[src/rtl/pipe_hazard_unit.sv]
// Hazard, forwarding and PC-sequencing unit for a 5-stage pipeline.
// Tracks EX/MEM/WB destinations in a small scoreboard and owns the fetch PC.
module pipe_hazard_unit #(
  parameter int unsigned AW      = 12,
  parameter int unsigned RW      = 3,
  parameter int unsigned CW      = 16,
  parameter bit          R0_ZERO = 1'b0
) (
  input  logic          clock,
  input  logic          reset,
  input  logic          exec,
  input  logic          id_valid,
  input  logic [RW-1:0] id_rs1,
  input  logic [RW-1:0] id_rs2,
  input  logic          id_use1,
  input  logic          id_use2,
  input  logic          id_wr,
  input  logic [RW-1:0] id_rd,
  input  logic          id_load,
  input  logic          id_halt,
  input  logic          br_taken,
  input  logic [AW-1:0] br_target,
  output logic [AW-1:0] pc,
  output logic          if_id_en,
  output logic          id_ex_bubble,
  output logic          flush,
  output logic [1:0]    fwd1_sel,
  output logic [1:0]    fwd2_sel,
  output logic          halted,
  output logic [CW-1:0] stall_cnt
);

  typedef struct packed {
    logic          v;
    logic          wr;
    logic [RW-1:0] rd;
    logic          load;
  } sb_entry_t;

  sb_entry_t     sb_ex_q, sb_mem_q, sb_wb_q, sb_ex_d;
  logic [AW-1:0] pc_q, pc_d;
  logic [CW-1:0] stall_cnt_q, stall_cnt_d;
  logic          halted_q;
  logic          run, hazard, flush_c, stall, halt_go;

  function automatic logic match(sb_entry_t s, logic [RW-1:0] r);
    logic zero_reg;
    zero_reg = R0_ZERO && (r == '0);
    return s.v && s.wr && (s.rd == r) && !zero_reg;
  endfunction

  // A load still in EX has no result yet, so it cannot be the forwarding source.
  function automatic logic [1:0] fwd_src(sb_entry_t ex, sb_entry_t mem, sb_entry_t wb,
                                         logic en, logic [RW-1:0] r);
    logic [1:0] sel;
    sel = 2'd0;
    if (en) begin
      if (match(ex, r) && !ex.load) begin
        sel = 2'd1;
      end else if (match(mem, r)) begin
        sel = 2'd2;
      end else if (match(wb, r)) begin
        sel = 2'd3;
      end
    end
    return sel;
  endfunction

  always_comb begin
    run     = exec & ~halted_q;
    hazard  = id_valid & sb_ex_q.load &
              ((id_use1 & match(sb_ex_q, id_rs1)) | (id_use2 & match(sb_ex_q, id_rs2)));
    flush_c = run & br_taken & sb_ex_q.v;
    stall   = run & ~flush_c & hazard;
    halt_go = run & ~flush_c & ~hazard & id_valid & id_halt;

    sb_ex_d.v    = id_valid & ~stall & ~flush_c;
    sb_ex_d.wr   = id_wr;
    sb_ex_d.rd   = id_rd;
    sb_ex_d.load = id_load;

    pc_d = pc_q + AW'(1);
    if (flush_c) begin
      pc_d = br_target;
    end else if (stall || halt_go) begin
      pc_d = pc_q;
    end

    stall_cnt_d = stall_cnt_q;
    if (stall && (stall_cnt_q != '1)) begin
      stall_cnt_d = stall_cnt_q + CW'(1);
    end
  end

  always_ff @(posedge clock or posedge reset) begin
    if (reset) begin
      sb_ex_q     <= '0;
      sb_mem_q    <= '0;
      sb_wb_q     <= '0;
      pc_q        <= '0;
      stall_cnt_q <= '0;
      halted_q    <= 1'b0;
    end else if (run) begin
      sb_wb_q     <= sb_mem_q;
      sb_mem_q    <= sb_ex_q;
      sb_ex_q     <= sb_ex_d;
      pc_q        <= pc_d;
      stall_cnt_q <= stall_cnt_d;
      if (halt_go) begin
        halted_q <= 1'b1;
      end
    end
  end

  assign pc           = pc_q;
  assign halted       = halted_q;
  assign stall_cnt    = stall_cnt_q;
  assign flush        = flush_c;
  assign id_ex_bubble = stall;
  assign if_id_en     = run & ~stall & ~halt_go;
  assign fwd1_sel     = fwd_src(sb_ex_q, sb_mem_q, sb_wb_q, id_valid & id_use1, id_rs1);
  assign fwd2_sel     = fwd_src(sb_ex_q, sb_mem_q, sb_wb_q, id_valid & id_use2, id_rs2);

endmodule
[config.mk]
export PLATFORM = sky130hd
export DESIGN_NAME = pipe_hazard_unit
export DESIGN_NICKNAME = d
export VERILOG_FILES = /design/src/rtl/pipe_hazard_unit.sv
export SDC_FILE = /design/constraint.sdc
export NUM_CORES = 1
export LEC_CHECK = 0
export ABC_AREA = 0
export CORE_ASPECT_RATIO = 1.75
export CORE_MARGIN = 3
export CORE_UTILIZATION = 45
export CTS_BUF_LIST = sky130_fd_sc_hd__clkbuf_8 sky130_fd_sc_hd__clkbuf_16
export DETAILED_ROUTE_END_ITERATION = 6
export PLACE_DENSITY = 0.75
export SKIP_CTS_REPAIR_TIMING = 1
export SYNTH_ARGS = -nofsm -noshare
export SYNTH_HDL_FRONTEND = slang
export SYNTH_SLANG_ARGS = --single-unit
[constraint.sdc]
create_clock -name clock -period 2.1 [get_ports clock]
set_input_delay 0.42 -clock clock [delete_from_list [all_inputs] [get_ports clock]]
set_output_delay 0.42 -clock clock [all_outputs]
set_load 0.02 [all_outputs]
Word level (Yosys, flattened, before mapping)
Cells that the tools add are included.

cells by class
  $add $sub $neg = 2
  $mul = 0
  divide/modulo/power cells = 0
  order comparisons = 0
  equal/unequal tests = 8
  shift operators = 0
  multiplexer cells = 10
  bitwise logic cells = 24
  reduce and logical (&&, ||, !) cells = 17

operator list
  operator                 count
  $mux W12                 2
  $and A1 B1 Y1            18
  $eq A3 B3 Y1             6
  $add A16 B1 Y16 const B  1
  $mux W2                  8
  $ne A16 B16 Y1 const B   1
  $add A12 B1 Y12 const B  1
  $logic_and A1 B1 Y1      12
  $reduce_and A2 Y1        3
  $not A1 Y1               5
  $ne A2 B2 Y1 const B     1
  $logic_not A1 Y1         1
  $logic_or A1 B1 Y1       1
  $or A1 B1 Y1             1

storage, ports and cells
  bits in registers = 45
  latch bits = 0
  memory bits (writable) = 0
  ROM bits = 0
  input port bits = 31
  output and inout bits = 36
  logic and storage cells = 74
  memories = 0

Logic depth before layout (Yosys ltp)
Gate-level depths: netlist of the first run.

  word-level depth = 12
  gate-level depth with buffers = 7
  gate-level depth less buffers = 6

Worst setup path before layout of the first run
No wires, ideal clock.

  path type = input port to output port
  start point = input port id_rs2[2]
  end point = output port fwd2_sel[1]
  arrival time = 1.695 ns
  data required time = 1.680 ns
  slack = -0.015 ns
  cell stages on the path = 4
  buffers on the path = 0
  cell sequence = xor2_1 -> or4_1 -> nand2b_1 -> nor3b_1

on the way
  longest elaborated chain between the ends = 6
  elaborated cells on any way between the ends = 11
  classes of those cells = 3 x eq/ne; 4 x mux; 4 x reduce/logical

ends and longest elaborated chain
  what                 line  text
  start: declaration   14    input logic [RW-1:0] id_rs2,
  $eq A3 B3 Y1         49    return s.v && s.wr && (s.rd == r) && !zero_reg;
  $logic_and A1 B1 Y1  49
  $mux W2              62    end else if (match(wb, r)) begin
  $mux W2              60    end else if (match(mem, r)) begin
  $mux W2 (*)          58    if (match(ex, r) && !ex.load) begin
  $mux W2 (*)          57    if (en) begin
  end: declaration     28    output logic [1:0] fwd2_sel,

Mark *: on every way between the ends. The rest lies on a longest branch, timed or not.

Final worst setup path of the first run
  start point = register sb_mem_q[3] (netlist bit)
  end point = output port fwd1_sel[1]

on the way
  longest elaborated chain between the ends = 5

ends and longest elaborated chain
  what                      line  text
  start: declaration        40    sb_entry_t sb_ex_q, sb_mem_q, sb_wb_q, sb_ex_d;
  start signal: assignment  105   sb_mem_q <= sb_ex_q;
  $eq A3 B3 Y1              49
  $logic_and A1 B1 Y1       49
  $mux W2                   60
  $mux W2                   58
  $mux W2                   57
  end: declaration          27    output logic [1:0] fwd1_sel,

No other way between the ends.

==> results of run 1 <==
cell type report:
type                            count  share of cell area [%]
Clock buffer                        5                   1.787
Sequential cell                    45                   29.34
Clock inverter                      1                  0.1300
Inverter                            6                  0.5848
Tap cell                           76                   2.469
Multi-Input combinational cell    236                   39.67
Timing Repair Buffer              108                   26.02
metrics by stage:
stage,std cells,area [sq um],TNS [ps]
after global placement,466,3607,-11100
after floorplan,299,2639,0
after global routing,477,3851,-1162
after detailed placement,466,3607,-12150
final,477,3851,-770.8
after CTS,472,3681,-5185
registers in the layout, indices dropped and copies added, names as in the netlist:
name       count
sb_mem_q       5
pc            12
stall_cnt     16
sb_ex_q        6
sb_wb_q        5
halted         1
where the power goes:
group,internal (mW),total (mW),switching (mW)
clock network,0.219,0.486,0.267
logic,0.721,1.46,0.743
registers,1.11,1.44,0.325
worst min path at each step:
stage          startpoint            to  cells past startpoint  slack, ps
2_1_floorplan  sb_wb_q[4]    sb_wb_q[4]                      2        450
3_3_place_gp   sb_wb_q[5]    sb_wb_q[5]                      2        460
3_5_place_dp   sb_wb_q[5]    sb_wb_q[5]                      2        460
4_1_cts             reset         pc[3]                      3        480
5_1_grt             reset  stall_cnt[5]                      3        500
6_report            reset  stall_cnt[3]                      3        480
logic make-up after synthesis:
family | after synthesis | synth area share [%]
muxes | 3 | 1.283
AOI/OAI and AO/OA | 51 | 12.78
buffers and inverters | 18 | 4.370
and+or+nand+nor | 147 | 26.89
xor gates and xnor gates | 33 | 10.97
adders and majority gates | 2 | 0.9500
DFF | 45 | 42.76
worst max-delay path, cell delays in order (launching register included):
cell and delay, ps:
dfrtp_1 440, xor2_1 170, or4_4 520, nand2b_1 80, nor3b_2 180, buf_4 170
synth_stat cells, drive strengths merged, types with 5 or more instances:
cell / number
nand2: 63
dfrtp: 45
nor2: 23
xor2: 23
o21ai: 19
nand3: 13
nor4: 11
nor3: 10
xnor2: 10
nand4: 9
a21oi: 8
o221ai: 8
clkbuf: 6
inv: 6
a22oi: 5
buf: 5
nor3b: 5
routing by layer:
layer	track usage, %	part of all wire (%)	up-vias
met1	23.73	36	1264
li1	-	-	1250
met4	9.737	3.1	0
met5	0	0	-
met3	3.040	4.1	16
met2	41.30	57	76
==> impl_metrics.json, run 1 <==
{
  "ys.flop_type": "dfrtp_1",
  "peakVddDrop_v": 0.0006922,
  "wl_per_cell_um": 15.72,
  "fillers": 447,
  "wl_um": 7500,
  "setup_slack_ps": -163.3,
  "final_cell_mix": "nand2_1, clkdlybuf4s50_1, buf_4",
  "reg2reg_setup_slack_ps": 80,
  "syn-num-nets": 332,
  "grt_pass1_wl_um": 12100,
  "max_slew_margin_pct": 70.99,
  "final_common_cell": "nand2_1",
  "fin_util_pct": 68.40,
  "htree_levels": 2,
  "drv_cap": 0,
  "dp_slack_ps": -852.3,
  "cts_buffers": 5,
  "nNetsFinal": 435,
  "num_vias": 2606,
  "yosysTopAreaCellShare_pct": 42.76,
  "cts_tree": "built",
  "critical_path_arrival_ps": 1840,
  "status": "finished with violations",
  "worstMarginPinSlew_ps": 430.6,
  "async_reset_ff_share_pct": 100.0,
  "grt_overflow_total": 0,
  "clk_path_buf_depth": 2,
  "syn2layout_area_growth_pct": 46.22,
  "fmax_ghz": 0.4418,
  "cts-root-buf": "clkbuf_8",
  "row_count": 36,
  "avgSynthCellArea_sq_um": 8.809,
  "seq_area_sq_um": 1130,
  "finalHoldViolCount": 0,
  "crit_path_start_kind": "flop",
  "drc": 0,
  "antenna_left": 0,
  "clk_pin_slew_worst_paths_ps": 80,
  "slew_violations": 0,
  "min_period_ps": 2263,
  "syn_inst": 299,
  "synth_area_leaders": "dfrtp_1, nand2_1, xor2_1, o21ai_0, xnor2_1",
  "crit_required_ps": 1680,
  "syn_area_sq_um": 2634,
  "numPortBuffers": 66,
  "dieWidth_um": 63.83,
  "synth.largest_area_cell": "dfrtp_1",
  "hp-class": "input port to asynchronous set/reset pin",
  "clock_skew_ps": 5.308,
  "cellLeakagePower_nw": 1.699,
  "dieArea_sq_um": 6843,
  "diodes": 0,
  "ys_types": 43,
  "grt_max_degree": 46,
  "place_hpwl_um": 5470,
  "multi_input_area_sq_um": 1528,
  "dr.pass1.iters": 4,
  "violations": "setup timing",
  "path_class": "flop to output port",
  "seq_area_frac_synth_pct": 42.76,
  "die_h_um": 107.2,
  "antenna_found_initial": 0,
  "vias_per_cell": 5.463,
  "grt_pass1_vias": 2638,
  "rr_worst_depth": 6,
  "setup_viol_count_final": 6,
  "yosys_warnings": 0,
  "powerDensity_nw_per_um2": 879.3,
  "clkSinkCount": 45,
  "p_total_mw": 3.386,
  "drive_above_1_share_pct": 21.45,
  "startpoint": "sb_mem_q[3]",
  "place_congestion": 0.8593,
  "crit_path_end": "fwd1_sel[1]",
  "reg2reg_from": "sb_ex_q[3]",
  "worst-path-max-fanout": 3,
  "rsz0062_at_grt": "true",
  "ys_seq_elements": 45,
  "first_iter_violations": 83,
  "holdWs_ps": 477.1,
  "clk_latency_ps": 290,
  "rr_endpoint": "stall_cnt[7]",
  "layout_worst_path_cycle_share_pct": 107.8,
  "io_pins": 67,
  "grtUsageTotal_pct": 22.00,
  "synth_edf_count": 0,
  "crit_path_end_kind": "output port",
  "core_sq_um": 5630,
  "start_util_pct": 46.78
}
(Power assumes the default switching activity.)
==> run 2, diff against run 1 <==
Settings changed: CTS_BUF_LIST sky130_fd_sc_hd__clkbuf_8 sky130_fd_sc_hd__clkbuf_16 to sky130_fd_sc_hd__clkbuf_4 sky130_fd_sc_hd__clkbuf_8, SLEW_MARGIN set to 20.
Clock period 2.1 ns to 2.2 ns, I/O delays scaled along.
==> run 2 against run 1 <==
The run still ends with setup timing left. Global-route usage is 0.59 points higher. First-iteration DRC count is 24% higher. Die area stayed put. Clock-buffer cell count is 1 higher. Power is 2.1% lower. Routed wire length is 1.7% higher. Sequential power is 4% lower. Via count is 0.96% higher. Utilization is 0.78 points higher. Non-clock buffer count is 1 higher.
==> impl_metrics.json, run 2 (synthesized netlist as in run 1, its figures left out) <==
{
  "cellLeakagePower_nw": 1.736,
  "crit_path_start_kind": "flop",
  "switching_share_pct": 39.47,
  "status": "finished with violations",
  "peakVddDrop_v": 0.0006643,
  "final_cell_mix": "nand2_1, clkdlybuf4s50_1, buf_4",
  "clk_path_buf_depth": 2,
  "drt-met1-wl_um": 2735,
  "wl_met3_um": 290,
  "fmax_ghz": 0.4284,
  "design_area_sq_um": 3895,
  "net-switching-power_mw": 1.309,
  "sequentialPowerShare_pct": 41.6,
  "grt_pass1_vias": 2635,
  "drive_above_1_share_pct": 22.28,
  "largest_reg_flops": 16,
  "antenna_left": 0,
  "rsz0062_at_grt": "true",
  "finalHoldViolCount": 0,
  "placed_cells": 469,
  "first_iter_violations": 103,
  "place_congestion": 0.8490,
  "core_sq_um": 5630,
  "syn2layout_area_growth_pct": 47.89,
  "clock_skew_ps": 3.794,
  "finalNonFillerCells": 480,
  "drc": 0,
  "diodes": 0,
  "slew_violations": 0,
  "grt_overflow_total": 0,
  "hp-class": "input port to asynchronous set/reset pin",
  "final_common_cell": "nand2_1",
  "cts_buffers": 5,
  "dr.pass1.iters": 4,
  "io_pins": 67,
  "critical_path_arrival_ps": 1890,
  "crit_required_ps": 1760,
  "routed-wl-met2_um": 4309,
  "grtUsageTotal_pct": 22.59,
  "htree_levels": 2,
  "clk_latency_ps": 300,
  "highest_layer": "met4",
  "dieArea_sq_um": 6843,
  "antenna_found_initial": 0,
  "powerDensity_nw_per_um2": 851.5,
  "setup_slack_ps": -134.5,
  "drv_cap": 0,
  "clkSinkCount": 45,
  "dieWidth_um": 63.83,
  "cts-root-buf": "clkbuf_8",
  "clock_power_share_pct": 16.3,
  "clk_pin_slew_worst_paths_ps": 80,
  "wl_um": 7629,
  "wl_per_cell_um": 15.89,
  "vias_per_cell": 5.481,
  "path_class": "flop to output port",
  "die_h_um": 107.2,
  "max_slew_margin_pct": 67.77,
  "cts_tree": "built",
  "crit_path_end_kind": "output port",
  "row_count": 36,
  "intPower_mw": 2.007,
  "grt_pass1_wl_um": 12240,
  "setup_viol_count_final": 5,
  "worstMarginPinSlew_ps": 479.0,
  "place_hpwl_um": 5505,
  "worst-path-max-fanout": 3,
  "grt_max_degree": 46,
  "violations": "setup timing",
  "numPortBuffers": 66,
  "min_period_ps": 2335,
  "combPwrFrac_pct": 42.2,
  "start_util_pct": 46.78,
  "dpl_cell_area_sq_um": 3612,
  "nNetsFinal": 436,
  "num_vias": 2631,
  "layout_worst_path_cycle_share_pct": 106.1
}
[run 2: path summary, 6_finish.rpt]
kind / endpoint / cells past startpoint / slack [ps] / start
max in group asynchronous: sb_ex_q[1] / 3 / 1500 / reset
max reg2reg: stall_cnt[1] / 6 / 150 / sb_ex_q[2]
min: stall_cnt[2] / 3 / 470 / reset
min in group clock: sb_wb_q[5] / 2 / 480 / sb_wb_q[5]
min reg2reg: sb_wb_q[5] / 2 / 480 / sb_wb_q[5]
max: fwd1_sel[1] / 5 / -130 / sb_mem_q[1]
[run 2: stage by stage]
| stage | setup WS [ps] | hold WS, ps | TNS [ps] | util [%] | power (mW) |
|---|---|---|---|---|---|
| after floorplan | 44.98 | 445.5 | 0 | - | 2.001 |
| after global placement | -742.7 | 460.1 | -8965 | 64.16 | 2.598 |
| after detailed placement | -821.7 | 466.5 | -9465 | 64.16 | 2.631 |
| after CTS | -822.5 | 484.8 | -4428 | 65.87 | 3.181 |
| after global routing | -188.4 | 516.8 | -774.3 | 69.18 | 3.531 |
| final | -134.5 | 466.7 | -382.9 | 69.18 | 3.316 |
[run 2: power by group through the flow]
stage | clock network, mW | logic (mW) | registers, mW
6_report | 0.539 | 1.40 | 1.38
4_1_cts | 0.558 | 1.29 | 1.34
3_5_place_dp | 0 | 1.28 | 1.35
3_3_place_gp | 0 | 1.25 | 1.35
5_1_grt | 0.589 | 1.53 | 1.41
2_1_floorplan | 0 | 0.581 | 1.42
[run 2: routing by layer]
metal | track usage (%) | up-vias
li1 | - | 1261
met1 | 25.29 | 1270
met2 | 41.23 | 79
met3 | 3.983 | 21
met4 | 9.119 | 0
met5 | 0 | -
[run 2: cell type report]
cell class,count,area [sq um]
well taps,76,95.09
clock buffers,6,82.58
inverters,6,22.52
flip-flops and latches,45,1129
fillers,445,1735
clock inverters,2,13.76
repair buffers,109,1011
multi-input cells,236,1541
[run 2: worst max-delay path, stage by stage (launching register included)]
cell and delay (ps):
dfrtp_1 430, xor2_1 180, or4_4 540, nand2b_1 90
nor3b_2 180, buf_4 170
==> run 3, diff against run 2 <==
Settings changed: PLACE_DENSITY 0.75 to unset, PLACE_DENSITY_LB_ADDON set to 0.1, RECOVER_POWER set to 100.
==> run 3 against run 2 <==
The flow still finishes with violations (setup timing). Non-clock buffer count decreased by 2. Power increased by 5.8%. Fmax is 1.1% higher. Hold slack better by 14 ps. Register-to-register slack lost 30 ps. Die area did not move. Utilization rose by 0.64 points. Highest routed layer unchanged.
==> impl_metrics.json, run 3 (synthesized netlist as in run 1, its figures left out) <==
{
  "sequentialPowerShare_pct": 39.4,
  "switching_share_pct": 37.95,
  "rsz0062_at_grt": "true",
  "clk_latency_ps": 300,
  "fillers": 479,
  "cts_buffers": 5,
  "clk_path_buf_depth": 2,
  "final_common_cell": "nand2_1",
  "fmax_ghz": 0.4331,
  "setup_tns_ps": -216.8,
  "combPwrFrac_pct": 39.2,
  "io_pins": 67,
  "crit_path_start_kind": "flop",
  "hp-class": "flop to flop",
  "critical_path_arrival_ps": 1870,
  "wl_per_cell_um": 15.73,
  "grtUsageTotal_pct": 22.07,
  "grt_pass1_wl_um": 12210,
  "core_sq_um": 5630,
  "design_area_sq_um": 3931,
  "clk_pin_slew_worst_paths_ps": 90,
  "p_total_mw": 3.510,
  "place_congestion": 0.8503,
  "dp_slack_ps": -728.2,
  "status": "finished with violations",
  "dpl_cell_area_sq_um": 3577,
  "largest_reg_flops": 16,
  "finalNonFillerCells": 478,
  "hold-path-cell-count": 2,
  "antenna_found_initial": 0,
  "crit_required_ps": 1760,
  "crit_path_end_kind": "output port",
  "grt_max_degree": 20,
  "final_cell_mix": "nand2_1, dfrtp_1, buf_4",
  "drc": 0,
  "path_class": "flop to output port",
  "numPortBuffers": 66,
  "intPower_mw": 2.178,
  "layout_worst_path_cycle_share_pct": 105.0,
  "dieWidth_um": 63.83,
  "rr_worst_depth": 6,
  "rr_endpoint": "stall_cnt[1]",
  "vias_per_cell": 5.410,
  "clock_power_share_pct": 21.4,
  "clkSinkCount": 45,
  "syn2layout_area_growth_pct": 49.26,
  "startpoint": "sb_mem_q[1]",
  "fin_util_pct": 69.82,
  "reg2reg_from": "sb_ex_q[1]",
  "row_count": 36,
  "cts_tree": "built",
  "dr.pass1.iters": 4,
  "max_slew_margin_pct": 53.63,
  "net-switching-power_mw": 1.332,
  "worst-path-max-fanout": 3,
  "setup_slack_ps": -109.2,
  "dieArea_sq_um": 6843,
  "reg2reg_setup_slack_ps": 120,
  "min_period_ps": 2309,
  "min_delay_worst_endpoint": "sb_wb_q[5]",
  "num_vias": 2586,
  "cts-root-buf": "clkbuf_8",
  "worstMarginPinSlew_ps": 695.6,
  "die_h_um": 107.2,
  "setup_viol_count_final": 5,
  "place_hpwl_um": 5500,
  "diodes": 0,
  "holdWs_ps": 480.6,
  "antenna_left": 0,
  "htree_levels": 2,
  "nNetsFinal": 434,
  "cellLeakagePower_nw": 1.785,
  "drive_above_1_share_pct": 21.39,
  "wl_um": 7519,
  "slew_violations": 0,
  "powerDensity_nw_per_um2": 892.9,
  "first_iter_violations": 105,
  "start_util_pct": 46.78,
  "grt_pass1_vias": 2667,
  "violations": "setup timing",
  "placed_cells": 466,
  "drv_cap": 0,
  "hp-start": "sb_wb_q[5]",
  "grt_overflow_total": 0,
  "clock_skew_ps": 6.641,
  "finalHoldViolCount": 0,
  "peakVddDrop_v": 0.0007481
}
-- run 3: layout make-up --
class,count,area [sq um],area share (%)
Multi-Input combinational cell,236,1573,40.01
Timing Repair Buffer,107,972.2,24.73
Clock buffer,5,68.82,1.750
Clock inverter,3,68.82,1.750
Tap cell,76,95.09,2.419
Inverter,6,22.52,0.5729
Sequential cell,45,1131,28.77
-- run 3: how the worst max path moves through the flow --
stage	slack (ps)	end	cells after the start
floorplan	40	fwd2_sel[1]	4
global placement	-710	fwd2_sel[1]	6
detailed placement	-730	fwd2_sel[1]	6
CTS	-730	fwd2_sel[1]	6
global route	-180	fwd2_sel[1]	5
finish	-110	fwd2_sel[1]	5
-- run 3: layer usage --
metal / vias up / GRT usage [%] / part of all wire [%]
li1: 1253 / - / -
met1: 1235 / 24.31 / 37
met2: 85 / 41.75 / 56
met3: 13 / 3.145 / 4.7
met4: 0 / 7.883 / 2.4
met5: - / 0 / 0
-- run 3: power by group through the flow --
stage / clock network (mW) / registers (mW) / logic, mW
global placement: 0 / 1.35 / 1.24
floorplan: 0 / 1.42 / 0.581
finish: 0.750 / 1.38 / 1.38
detailed placement: 0 / 1.35 / 1.26
global route: 0.792 / 1.42 / 1.52
CTS: 0.764 / 1.34 / 1.27
-- run 3: worst max-delay path: stages, from the launching register on --
cell	delay, ps
dfrtp_1	440
xor2_1	170
or4_4	530
nand2b_1	80
nor3b_2	180
buf_4	170
